**config.mk**
```make
export PLATFORM = sky130hd
export DESIGN_NAME = alu_control_mdu
export DESIGN_NICKNAME = d
export VERILOG_FILES = /design/src/rtl/alu_control_mdu.sv
export SDC_FILE = /design/constraint.sdc
export NUM_CORES = 1
export LEC_CHECK = 0
export BUFFER_PORTS_ARGS = -buffer_cell sky130_fd_sc_hd__buf_2
export CAP_MARGIN = 25
export CORE_AREA = 5 5 42 44
export DETAILED_ROUTE_END_ITERATION = 8
export DIE_AREA = 0 0 47 49
export PLACE_DENSITY_LB_ADDON = 0.3
export SETUP_SLACK_MARGIN = 0.15
export SLEW_MARGIN = 20
export SYNTH_ARGS = -nofsm -noshare
export SYNTH_HDL_FRONTEND = slang
export SYNTH_SLANG_ARGS = --single-unit
```
**constraint.sdc**
```tcl
create_clock -name vclk -period 1.9
set_input_delay 0.38 -clock vclk [all_inputs]
set_output_delay 0.38 -clock vclk [all_outputs]
set_load 0.02 [all_outputs]
```
**src/rtl/alu_control_mdu.sv**
```systemverilog
// RV32IM ALU-control decoder plus the start/step/last/done sequencer for the iterative MDU.
// Define ALU_CTRL_M_EXT_EN to build M-op decode and the MDU FSM; otherwise M ops decode as illegal.
module alu_control_mdu #(
  parameter int MDU_CYCLES = 32,
  parameter int CNT_W      = $clog2(MDU_CYCLES)
) (
  input  logic       clk,
  input  logic       reset,
  input  logic       valid_i,
  input  logic       flush_i,
  input  logic [6:0] funct7_i,
  input  logic [2:0] ALU_Op_i,
  input  logic [2:0] funct3_i,
  output logic [3:0] ALU_Operation_o,
  output logic       illegal_o,
  output logic       stall_o,
  output logic [2:0] mdu_op_o,
  output logic       mdu_start_o,
  output logic       mdu_step_o,
  output logic       mdu_last_o,
  output logic       mdu_done_o
);

  localparam logic [3:0] ALU_ADD  = 4'b0000;
  localparam logic [3:0] ALU_SUB  = 4'b0001;
  localparam logic [3:0] ALU_PASS = 4'b0010;
  localparam logic [3:0] ALU_AND  = 4'b0011;
  localparam logic [3:0] ALU_OR   = 4'b0100;
  localparam logic [3:0] ALU_XOR  = 4'b0101;
  localparam logic [3:0] ALU_SLL  = 4'b0110;
  localparam logic [3:0] ALU_SRL  = 4'b0111;
  localparam logic [3:0] ALU_SRA  = 4'b1000;
  localparam logic [3:0] ALU_SLT  = 4'b1001;
  localparam logic [3:0] ALU_SLTU = 4'b1010;

  localparam logic [6:0] F7_BASE   = 7'h00;
  localparam logic [6:0] F7_ALT    = 7'h20;
  localparam logic [6:0] F7_MULDIV = 7'h01;

`ifdef ALU_CTRL_M_EXT_EN
  localparam bit M_EXT = 1'b1;
`else
  localparam bit M_EXT = 1'b0;
`endif

  logic [3:0] alu_op;
  logic       illegal;
  logic       r_type;

  assign r_type = (ALU_Op_i == 3'b000);

  // NOTE: every output of a combinational block gets a default first, so no path can infer a latch.
  always_comb begin
    alu_op  = ALU_ADD;
    illegal = 1'b0;
    case (ALU_Op_i)
      3'b000, 3'b001: begin
        case (funct3_i)
          3'b000:  alu_op = (r_type && funct7_i == F7_ALT) ? ALU_SUB : ALU_ADD;
          3'b001:  alu_op = ALU_SLL;
          3'b010:  alu_op = ALU_SLT;
          3'b011:  alu_op = ALU_SLTU;
          3'b100:  alu_op = ALU_XOR;
          3'b101:  alu_op = (funct7_i == F7_ALT) ? ALU_SRA : ALU_SRL;
          3'b110:  alu_op = ALU_OR;
          default: alu_op = ALU_AND;
        endcase
        // I-type only carries a funct7 field on the shift-immediate forms.
        if (r_type) begin
          if (funct7_i == F7_MULDIV)
            illegal = !M_EXT;
          else if (funct7_i == F7_ALT)
            illegal = !(funct3_i == 3'b000 || funct3_i == 3'b101);
          else if (funct7_i != F7_BASE)
            illegal = 1'b1;
        end else if (funct3_i == 3'b001) begin
          illegal = (funct7_i != F7_BASE);
        end else if (funct3_i == 3'b101) begin
          illegal = !(funct7_i == F7_BASE || funct7_i == F7_ALT);
        end
        if (r_type && funct7_i == F7_MULDIV) alu_op = ALU_ADD;
      end
      3'b010: alu_op = ALU_ADD;
      3'b011: begin
        case (funct3_i)
          3'b000, 3'b001: alu_op = ALU_SUB;
          3'b100, 3'b101: alu_op = ALU_SLT;
          3'b110, 3'b111: alu_op = ALU_SLTU;
          default:        illegal = 1'b1;
        endcase
      end
      3'b111:  alu_op = ALU_PASS;
      default: illegal = 1'b1;
    endcase
    if (illegal) alu_op = ALU_ADD;
  end

  assign ALU_Operation_o = alu_op;
  assign illegal_o       = illegal;

`ifdef ALU_CTRL_M_EXT_EN
  typedef enum logic [1:0] {IDLE, RUN, DONE} state_e;

  state_e           state_q, state_d;
  logic [CNT_W-1:0] cnt_q, cnt_d;
  logic [2:0]       mdu_op_q, mdu_op_d;
  logic             m_op;
  logic             start;

  assign m_op  = valid_i && r_type && (funct7_i == F7_MULDIV);
  assign start = (state_q == IDLE) && m_op && !flush_i;

  // NOTE: sequential state uses non-blocking assignments so every flop samples pre-edge values.
  always_ff @(posedge clk or posedge reset) begin
    if (reset) begin
      state_q  <= IDLE;
      cnt_q    <= '0;
      mdu_op_q <= '0;
    end else begin
      state_q  <= state_d;
      cnt_q    <= cnt_d;
      mdu_op_q <= mdu_op_d;
    end
  end

  always_comb begin
    state_d  = state_q;
    cnt_d    = cnt_q;
    mdu_op_d = mdu_op_q;
    case (state_q)
      IDLE: begin
        if (start) begin
          state_d  = RUN;
          cnt_d    = CNT_W'(MDU_CYCLES - 1);
          mdu_op_d = funct3_i;
        end
      end
      RUN: begin
        // A flush wins over reaching the final iteration.
        if (flush_i)
          state_d = IDLE;
        else if (cnt_q == '0)
          state_d = DONE;
        else
          cnt_d = cnt_q - CNT_W'(1);
      end
      default: state_d = IDLE;
    endcase
  end

  always_comb begin
    mdu_start_o = 1'b0;
    mdu_step_o  = 1'b0;
    mdu_last_o  = 1'b0;
    mdu_done_o  = 1'b0;
    stall_o     = 1'b0;
    case (state_q)
      IDLE: begin
        // State is already IDLE under reset; gating keeps these low while reset is held.
        mdu_start_o = start && !reset;
        stall_o     = m_op && !reset;
      end
      RUN: begin
        mdu_step_o = 1'b1;
        mdu_last_o = (cnt_q == '0);
        stall_o    = 1'b1;
      end
      DONE:    mdu_done_o = !flush_i;
      default: ;
    endcase
  end

  assign mdu_op_o = mdu_op_q;
`else
  assign stall_o     = 1'b0;
  assign mdu_op_o    = 3'b000;
  assign mdu_start_o = 1'b0;
  assign mdu_step_o  = 1'b0;
  assign mdu_last_o  = 1'b0;
  assign mdu_done_o  = 1'b0;
`endif

endmodule
```
==> run summary, run 1 <==
The run finished, with violations left. The checks that failed: setup timing. The final layout contains routed wiring with a total length of 1150 µm. During synthesis, Yosys emitted a total of 0 warnings. The count of max-cap constraint violations was 0. STA classifies the critical path startpoint as an input pin. Cell area power density: 222 nW/µm². Entering global routing, the biggest net connects 10 pins. Together, buffers and inverters on the worst path number 2. The post-route fraction of the period consumed by the critical path is 120%. The worst setup path is captured at an output port. In the finished layout, the clock tree contains a buffer count of 0. For the initial antenna violation count, the log shows 0. The fraction of layout cells with a size suffix above 1 is 52.9%. The total I/O pin count was 30; the least setup slack across all paths after layout was -0.374 ns. The most frequent cell on the critical path was sky130_fd_sc_hd__buf_6. The largest total area in the synthesized netlist belongs to sky130_fd_sc_hd__buf_4. The mean number of vias per cell was 4.86.

The first global-routing pass estimated 1750 µm of wire. The vertical extent of the die works out to 49 µm. Across all layers, the routed design uses 501 vias. Among all stages on the critical path, the largest delay is contributed by sky130_fd_sc_hd__or4_4. Once placement completed, the tool counted placed cells totaling 102.

A synthesized cell averages 7.37 µm². For this run, the detailed router's first-pass iteration total came to 4. The sequential cell area is 0 µm². Setup repair after global routing could not meet its margin everywhere. The floorplan step defined a die boundary enclosing 2300 µm². Excluding fillers, the count of instances in the completed layout stands at 103.

Global routing finished with a remaining overflow of 0. The floorplan step set the die width to 47 µm. In this design, the largest share of critical-path delay is due to compound AO/OA/AOI/OAI gates. For the data arrival time of the critical path, the log shows 1.89 ns. Kind of critical path: input pin to output port. The average detailed-routed wire length per instance works out to 11.1 µm. The tools report the site row count as 14.

The run gives 0.750 as the final weighted congestion in routability-driven placement. Overall power after layout: 150 µW. Leaving out fill and tap cells, the most frequent cells in the layout are sky130_fd_sc_hd__buf_4 (18), sky130_fd_sc_hd__buf_2 (11), sky130_fd_sc_hd__conb_1 (8).

For the worst setup path, the data required time is 1.52 ns. The logs give 439 for the via count of the first global-routing pass and 2 for the violation count after the first detailed-route iteration. Timing would allow up to 0.440 GHz. The area overhead of the layout relative to synthesis was 70.4%. After legalization and detailed placement, the total HPWL measured 1020 µm. Leaving out fill and tap cells, the most frequent cell in the layout is sky130_fd_sc_hd__buf_4.

The number of hold violations in the final report was 0; the overall track demand over capacity in global routing was 9.47%. The maximum fanout along the worst path is 5, and the worst vdd rail ir drop is 0.0757 mV. Setup violations remaining at the end of the flow were counted as 5. In the routed design, unresolved DRC markers number 0.

Yosys attributes the largest share of cell area to sky130_fd_sc_hd__buf_4 (15%), sky130_fd_sc_hd__o311ai_4 (6.6%), sky130_fd_sc_hd__nor3_1 (6.3%), sky130_fd_sc_hd__a31oi_4 (5.3%), sky130_fd_sc_hd__nor2_1 (4.7%). The synthesized area came out at 398 µm². In this run the static leakage power is 0.291 nW. In this run the worst hold path is classified as input pin to output port.

The standard cell core area is 1400 µm², and the setup TNS after final layout is -1.60 ns. The final critical path time including I/O delays and setup is 2.27 ns. There are 0 flip-flops and latches.

The signal on the critical path passes through buf_6 -> or4_4 -> o311ai_4 -> a31oi_4 -> a311oi_4 -> buf_6. The distinct cell type count after synthesis is 31, and the diode insertion count for antenna repair is 0. The initial core utilization came out at 28.4%.

The count of buffers added on input and output ports is 18. Total count of max-transition violations in the final report: 0. The proportion of netlist area held by the largest area contributor came out at 15.1%.

The share of the Yosys chip area taken by registers is 0%. Counting every instance in the synthesized netlist gives 54. The largest stage delay on the critical path is 0.54 ns, and the post-detailed-route count of antenna-violating nets is 0. The count of nets after finishing came out at 106.
==> final cells by class <==
type | instances | area [µm²]
fill | 151 | 723
multi-input combinational | 51 | 389
timing repair buffer | 36 | 269
tap | 16 | 20.0
==> path summary, 6_finish.rpt <==
check,end,depth (start not counted),from
max,ALU_Operation_o[0],6,ALU_Op_i[1]
min,ALU_Operation_o[3],5,ALU_Op_i[2]
==> synth_stat cells (all sizes together) <==
cell / count
nor2b: 3
a31oi: 3
conb: 1
o21ai: 1
xnor2: 1
o311ai: 1
nand2b: 1
a311oi: 1
a21o: 2
or2: 2
nand2: 3
a211oi: 1
nand3b: 1
o211ai: 1
a21oi: 2
nor3b: 1
buf: 10
nand3: 3
nor3: 6
nor4b: 1
nor2: 5
and4: 1
nand4: 1
or4: 1
a41oi: 1
==> power breakdown <==
part	switching [mW]	internal [mW]	leakage, nW	total (mW)
sequential	0	0	0	0
clock	0	0	0	0
combinational	0.0801	0.0703	0.291	0.150
total	0.0801	0.0703	0.291	0.150
==> logic make-up (layout without fill, tap and decap cells) <==
kind of cell	Yosys count	in the layout	share of synthesized area (%)
simple gates	29	29	43.7
xor+xnor	1	1	2.20
compound gates	13	13	34.0
buf+inv	10	36	19.2
other cells	1	8	0.942
==> routing by layer <==
layer	global-route usage, %	vias to the layer above	part of all wire, %
met5	0	-	0
met4	1.38	0	1.4
met3	0.738	2	8.2
met1	12.0	228	40
li1	-	251	-
met2	17.0	20	50
==> metrics by stage <==
stage	worst slack, ns	utilization, %	hold WS (ns)	cell area, µm²
floorplan	-0.195	-	0.967	475
global placement	-0.408	44.7	1.26	627
detailed placement	-0.422	44.7	1.29	627
CTS	-0.388	47.9	1.22	671
global route	-0.441	48.4	1.24	678
finish	-0.374	48.4	1.21	678
==> what timing repair did <==
action                     CTS  global route
hold buffers                 0             0
hold endpoints to repair     0             0
pin swaps                    3             2
setup buffers                0             1
setup endpoints to repair    5             5
gates resized for setup     13             0
gates cloned                 0             0
No activity file was read; power rests on OpenSTA's default activity.
==> run 2: changes to the inputs <==
==> constraint.sdc (replaced) <==
create_clock -name vclk -period 2.5
set_input_delay 0.5 -clock vclk [all_inputs]
set_output_delay 0.5 -clock vclk [all_outputs]
set_load 0.02 [all_outputs]
==> run 2 against run 1 <==
Net effect:
- the run now ends clean
- first-iteration DRC count grew to 4.5 times the previous value
- sequential share of layout area is the same
- die area is the same
- worst setup slack gained 0.39 ns
- worst hold slack gained 0.26 ns
- critical path type unchanged
==> run summary, run 2 (synthesis gave the netlist of run 1 again) <==
The run finished with clean final reports. The post-detailed-route count of antenna-violating nets is 0 (unchanged). The overall track demand over capacity in global routing was 8.49% (was 9.47%). Initial core utilization: 28.4% (unchanged).

The tools report the worst vdd rail ir drop as 0.0576 mV (was 0.0757 mV). The logs give 0 (unchanged) for the initial antenna violation count and 0 (was 5) for the total of endpoints with negative setup slack in the final report. The fraction of layout cells with a size suffix above 1 works out to 45.9% (was 52.9%). The number of iterations in the first detailed-routing pass is 5 (was 4), and the least setup slack across all paths after layout is 0.0207 ns (was -0.374 ns). The violation count after the first detailed-route iteration was 9 (was 2). The tools report the routed wire length as 993 µm (was 1150 µm).

The run gives 0 ns (was -1.60 ns) as the setup TNS after final layout. The tools report the count of max-cap constraint violations as 0 (unchanged). The worst hold path class is input pin to output port (unchanged).

The type of destination of the critical path is an output port (unchanged). The logs give 0 (unchanged) for the post-route DRC violation count and 830 µm (was 1020 µm) for the detailed-placement wirelength estimate. The x dimension of the die works out to 47 µm (unchanged). Setup repair after global routing could not meet its margin everywhere.

The area used by multi-input combinational logic is 365 µm² (was 389 µm²), and the diode insertion count for antenna repair is 0 (unchanged). The mean number of vias per cell works out to 4.94 (was 4.86). The site row count came out at 14 (unchanged).

After layout, the minimum clock period comes to 2.48 ns. The maximum fanout along the worst path was 5 (unchanged); the total count of max-transition violations in the final report was 0 (unchanged). For the sequential cell area, the log shows 0 µm² (unchanged). The tools report the number of hold buffers added after CTS as 0 (unchanged). The post-route fraction of the period consumed by the critical path works out to 99.2%. Most common cell after layout, fill and taps aside: sky130_fd_sc_hd__buf_2 (was sky130_fd_sc_hd__buf_4). For the via count of the first global-routing pass, the log shows 365 (was 439). The overall die area came out at 2300 µm² (unchanged). The kind of critical path was input pin to output port (unchanged). The data arrival time of the critical path came out at 1.98 ns (was 1.89 ns). The area overhead of the layout relative to synthesis is 34.6% (was 70.4%). The tools report the type of origin of the critical path as an input pin (unchanged). The first-pass GRT wire length is 1580 µm (was 1750 µm), and the final weighted congestion in routability-driven placement is 0.822 (was 0.750). The tools report the number of hold violations in the final report as 0 (unchanged). The overall power after layout was 90.2 µW (was 150 µW).

The run gives 0.221 nW (was 0.291 nW) as the leakage power total. Based on the critical path, the design can be clocked at up to 0.403 GHz. The total I/O pin count was 30 (unchanged).

The final-layout fill cell count is 162 (was 151). The count of nets after finishing is 93 (was 106). The final sequential cell count came out at 0 (unchanged). The largest net degree at the start of global routing is 12 (was 10), and the required time reported for the critical path endpoint is 2.00 ns (was 1.52 ns). Routed via count: 445 (was 501). Average detailed-routed wire length per instance: 11.0 µm (was 11.1 µm). The vertical extent of the die came out at 49 µm (unchanged).

The post-placement setup slack was -0.0143 ns (was -0.422 ns). Standard cell core area: 1400 µm² (unchanged). The cell area power density is 169 nW/µm² (was 222 nW/µm²), and the total congestion overflow after global routing is 0 (unchanged). The number of buffer cells added on primary ports works out to 18 (unchanged). Most used cells in the layout excluding fill and tap cells: sky130_fd_sc_hd__buf_2 (12), sky130_fd_sc_hd__buf_4 (9), sky130_fd_sc_hd__conb_1 (8) (was sky130_fd_sc_hd__buf_4 (18), sky130_fd_sc_hd__buf_2 (11), sky130_fd_sc_hd__conb_1 (8)). Layout clock buffer count: 0 (unchanged).
==> run 2: worst max-delay path, cell delays in order <==
cell and delay [ns]:
sky130_fd_sc_hd__buf_6 0.09, sky130_fd_sc_hd__or4_4 0.55, sky130_fd_sc_hd__o311ai_4 0.27, sky130_fd_sc_hd__a31oi_4 0.16
sky130_fd_sc_hd__a311oi_2 0.23, sky130_fd_sc_hd__buf_4 0.18
==> run 2: where the power goes <==
part | switching [mW] | internal (mW) | total [mW] | leakage [nW]
Combinational | 0.0536 | 0.0366 | 0.0902 | 0.221
Clock | 0 | 0 | 0 | 0
Sequential | 0 | 0 | 0 | 0
==> run 2: metrics by stage <==
| step | cell area [µm²] | hold WS, ns | utilization, % | std cells |
|---|---|---|---|---|
| 6_report | 536 | 1.47 | 38.2 | 90 |
| 5_1_grt | 536 | 1.50 | 38.2 | 90 |
| 4_1_cts | 528 | 1.47 | 37.7 | 90 |
| 3_5_place_dp | 505 | 1.47 | 36.1 | 90 |
| 3_3_place_gp | 505 | 1.47 | 36.1 | 90 |
| 2_1_floorplan | 434 | 1.20 | - | 61 |
==> run 2: timing repair <==
item / CTS / global route
gates resized for setup: 7 / 1
pin swaps: 3 / 3
cloned: 0 / 0
setup buffers: 0 / 0
setup endpoints to repair: 5 / 5
==> run 2: final timing paths <==
path | from | to | slack (ns) | cells after the start
hold / removal | funct7_i[5] | ALU_Operation_o[0] | 1.47 | 4
setup / recovery | ALU_Op_i[1] | ALU_Operation_o[0] | 0.02 | 6
==> run 2: metal layers <==
metal,vias up,global-route usage (%),routed length [µm]
li1,230,-,-
met3,0,0.369,98
met4,0,0,0
met2,22,13.1,454
met1,193,13.5,439
met5,-,0,0
==> run 2: layout make-up <==
cell class / instances / share of cell area (%)
well taps: 16 / 3.74
multi-input cells: 51 / 68.2
repair buffers: 23 / 28.0
==> run 3: changes to the inputs <==
--- a/config.mk
+++ b/config.mk
@@ -10,8 +10,9 @@
 export CORE_AREA = 5 5 42 44
 export DETAILED_ROUTE_END_ITERATION = 8
 export DIE_AREA = 0 0 47 49
+export MAX_ROUTING_LAYER = met4
 export PLACE_DENSITY_LB_ADDON = 0.3
-export SETUP_SLACK_MARGIN = 0.15
+export SETUP_SLACK_MARGIN = 0.1
 export SLEW_MARGIN = 20
 export SYNTH_ARGS = -nofsm -noshare
 export SYNTH_HDL_FRONTEND = slang
==> constraint.sdc (replaced) <==
create_clock -name vclk -period 2.56
set_input_delay 0.512 -clock vclk [all_inputs]
set_output_delay 0.512 -clock vclk [all_outputs]
set_load 0.02 [all_outputs]
==> run 3 against run 2 <==
Net effect:
- count of clock-buffer cells in the layout unchanged
- largest cell class unchanged
- largest power group unchanged
- worst hold slack better by 0.025 ns
- power down 4.9%
- routed wire length up 4.2%
- sequential cell count unchanged
- highest routed layer unchanged
- combinational power down 4.8%
- die area unchanged
- first-iteration DRC count down 11%
- utilization down 1.2 points
- critical path type unchanged
- global-route usage up 0.36 points
==> run summary, run 3 (synthesis gave the netlist of run 1 again) <==
The total count of max-transition violations in the final report was 0 (unchanged); the number of hold buffers added after CTS was 0 (unchanged). The run gives 2300 µm² (unchanged) as the overall die area. The final-layout fill cell count was 160 (was 162). The run gives 1610 µm (was 1580 µm) as the first-pass GRT wire length. The initial core utilization is 28.4% (unchanged), and the switching portion of total power is 59.0% (was 59.4%). The internal power contribution came out at 35.2 µW (was 36.6 µW). The area of all placed cells without fillers came out at 519 µm² (was 536 µm²). The leakage power total was 0.218 nW (was 0.221 nW); the total I/O pin count was 30 (unchanged). Setup repair after global routing could not meet its margin everywhere. For the routed via count, the log shows 440 (was 445).

The overall track demand over capacity in global routing was 8.85% (was 8.49%). Most common cell after layout, fill and taps aside: sky130_fd_sc_hd__buf_2 (unchanged). The flow ran to the end, and the final reports show no timing, DRC or antenna violations. The area overhead of the layout relative to synthesis was 30.5% (was 34.6%).

For the sequential cell area, the log shows 0 µm² (unchanged). The standard cell core area is 1400 µm² (unchanged). The worst hold path depth is 4 (unchanged).

The tools report the terminating pin of the worst hold path as ALU_Operation_o[0] (unchanged). The tools report the least setup slack across all paths after layout as 0.0795 ns (was 0.0207 ns). Cell area power density: 165 nW/µm² (was 169 nW/µm²). The mean number of vias per cell is 4.89 (was 4.94), and the site row count is 14 (unchanged). The power share of the combinational group came out at 100.0% (about the same). The sequential power share was 0% (about the same); the post-route fraction of the period consumed by the critical path was 96.9%. The logs give 0 (unchanged) for the final sequential cell count and 8 (was 9) for the violation count after the first detailed-route iteration. The run gives 0% (about the same) as the clock network fraction of design power. The vertical extent of the die works out to 49 µm (unchanged). Type of origin of the critical path: an input pin (unchanged).

The logs give 0.0463 mV (was 0.0576 mV) for the worst vdd rail ir drop and 364 (was 365) for the via count of the first global-routing pass. The fraction of layout cells with a size suffix above 1 is 41.9% (was 45.9%), and the count of max-cap constraint violations is 0 (unchanged). The post-placement setup slack is 0.0506 ns (was -0.0143 ns), and the x dimension of the die is 47 µm (unchanged). The total congestion overflow after global routing came out at 0 (unchanged). Required time reported for the critical path endpoint: 2.05 ns (was 2.00 ns). The tools report the hold path startpoint as funct7_i[5] (unchanged). The overall power after layout was 85.9 µW (was 90.2 µW). The area used by multi-input combinational logic is 348 µm² (was 365 µm²). The initial antenna violation count was 0 (unchanged).

The run gives 0 (unchanged) as the layout clock buffer count. The logs give 1040 µm (was 993 µm) for the routed wire length and 4 (was 5) for the number of iterations in the first detailed-routing pass. The average detailed-routed wire length per instance came out at 11.5 µm (was 11.0 µm).

The count of nets after finishing was 93 (unchanged); the final critical path time including I/O delays and setup was 2.48 ns. The tools report the type of destination of the critical path as an output port (unchanged). The final weighted congestion in routability-driven placement was 0.824 (was 0.822).

Most used cells in the layout excluding fill and tap cells: sky130_fd_sc_hd__buf_2 (13), sky130_fd_sc_hd__conb_1 (8), sky130_fd_sc_hd__buf_4 (7) (was sky130_fd_sc_hd__buf_2 (12), sky130_fd_sc_hd__buf_4 (9), sky130_fd_sc_hd__conb_1 (8)). Diode insertion count for antenna repair: 0 (unchanged). The number of hold violations in the final report is 0 (unchanged), and the final core utilization is 37.1% (was 38.2%).

The worst hold path class is input pin to output port (unchanged). The run gives 488 µm² (was 505 µm²) as the placement-stage cell area. The run gives 0 (unchanged) as the total of endpoints with negative setup slack in the final report.

The kind of critical path is input pin to output port (unchanged). The net switching power of the design is 50.7 µW (was 53.6 µW). The number of buffer cells added on primary ports is 18 (unchanged). The maximum fanout along the worst path was 5 (unchanged); the post-route DRC violation count was 0 (unchanged). For the largest net degree at the start of global routing, the log shows 12 (unchanged). The post-detailed-route count of antenna-violating nets is 0 (unchanged). The maximum clock rate was 0.403 GHz. The logs give 1.97 ns (was 1.98 ns) for the data arrival time of the critical path and 0 ns (unchanged) for the setup TNS after final layout.
-- run 3: cell counts in the layout (fill, tap and decap cells not counted) --
Identical to the previous run, type by type.
-- run 3: critical path, cell delays in order --
cell	delay (ns)
sky130_fd_sc_hd__buf_6	0.09
sky130_fd_sc_hd__or4_4	0.55
sky130_fd_sc_hd__o311ai_4	0.27
sky130_fd_sc_hd__a31oi_4	0.15
sky130_fd_sc_hd__or2_1	0.27
sky130_fd_sc_hd__buf_6	0.13
-- run 3: cell type report --
cell class                      count  share of cell area, %
Multi-Input combinational cell     51                   67.0
Timing Repair Buffer               23                   29.2
Tap cell                           16                   3.86
-- run 3: metal layers --
metal,global-route usage (%),vias up,part of all wire (%)
met2,13.1,17,46
met3,0,0,7.8
met4,0,0,0
met5,-,-,0
li1,-,229,-
met1,14.1,194,46
-- run 3: what timing repair did --
item / 4_1_cts / 5_1_grt
cloned: 0 / 0
endpoints found under the setup margin: 5 / 5
pin swaps: 2 / 1
hold endpoints to repair: 0 / 0
gates resized for setup: 3 / 3
setup buffers: 1 / 0
-- run 3: power groups by stage --
stage               Clock, mW  Sequential, mW  Combinational [mW]
CTS                         0               0              0.0825
finish                      0               0              0.0859
detailed placement          0               0              0.0792
global route                0               0              0.0932
floorplan                   0               0              0.0609
global placement            0               0              0.0789
-- run 3: how the worst max path moves through the flow --
stage,from,to,cells past startpoint
4_1_cts,ALU_Op_i[1],illegal_o,6
3_5_place_dp,ALU_Op_i[1],illegal_o,6
2_1_floorplan,funct3_i[0],ALU_Operation_o[1],5
5_1_grt,ALU_Op_i[1],ALU_Operation_o[1],6
6_report,ALU_Op_i[1],illegal_o,6
3_3_place_gp,ALU_Op_i[1],ALU_Operation_o[0],6
-- run 3: through the flow --
stage	hold slack [ns]	instances
global placement	1.50	89
CTS	1.50	90
detailed placement	1.50	89
global route	1.52	90
finish	1.50	90
floorplan	1.22	61
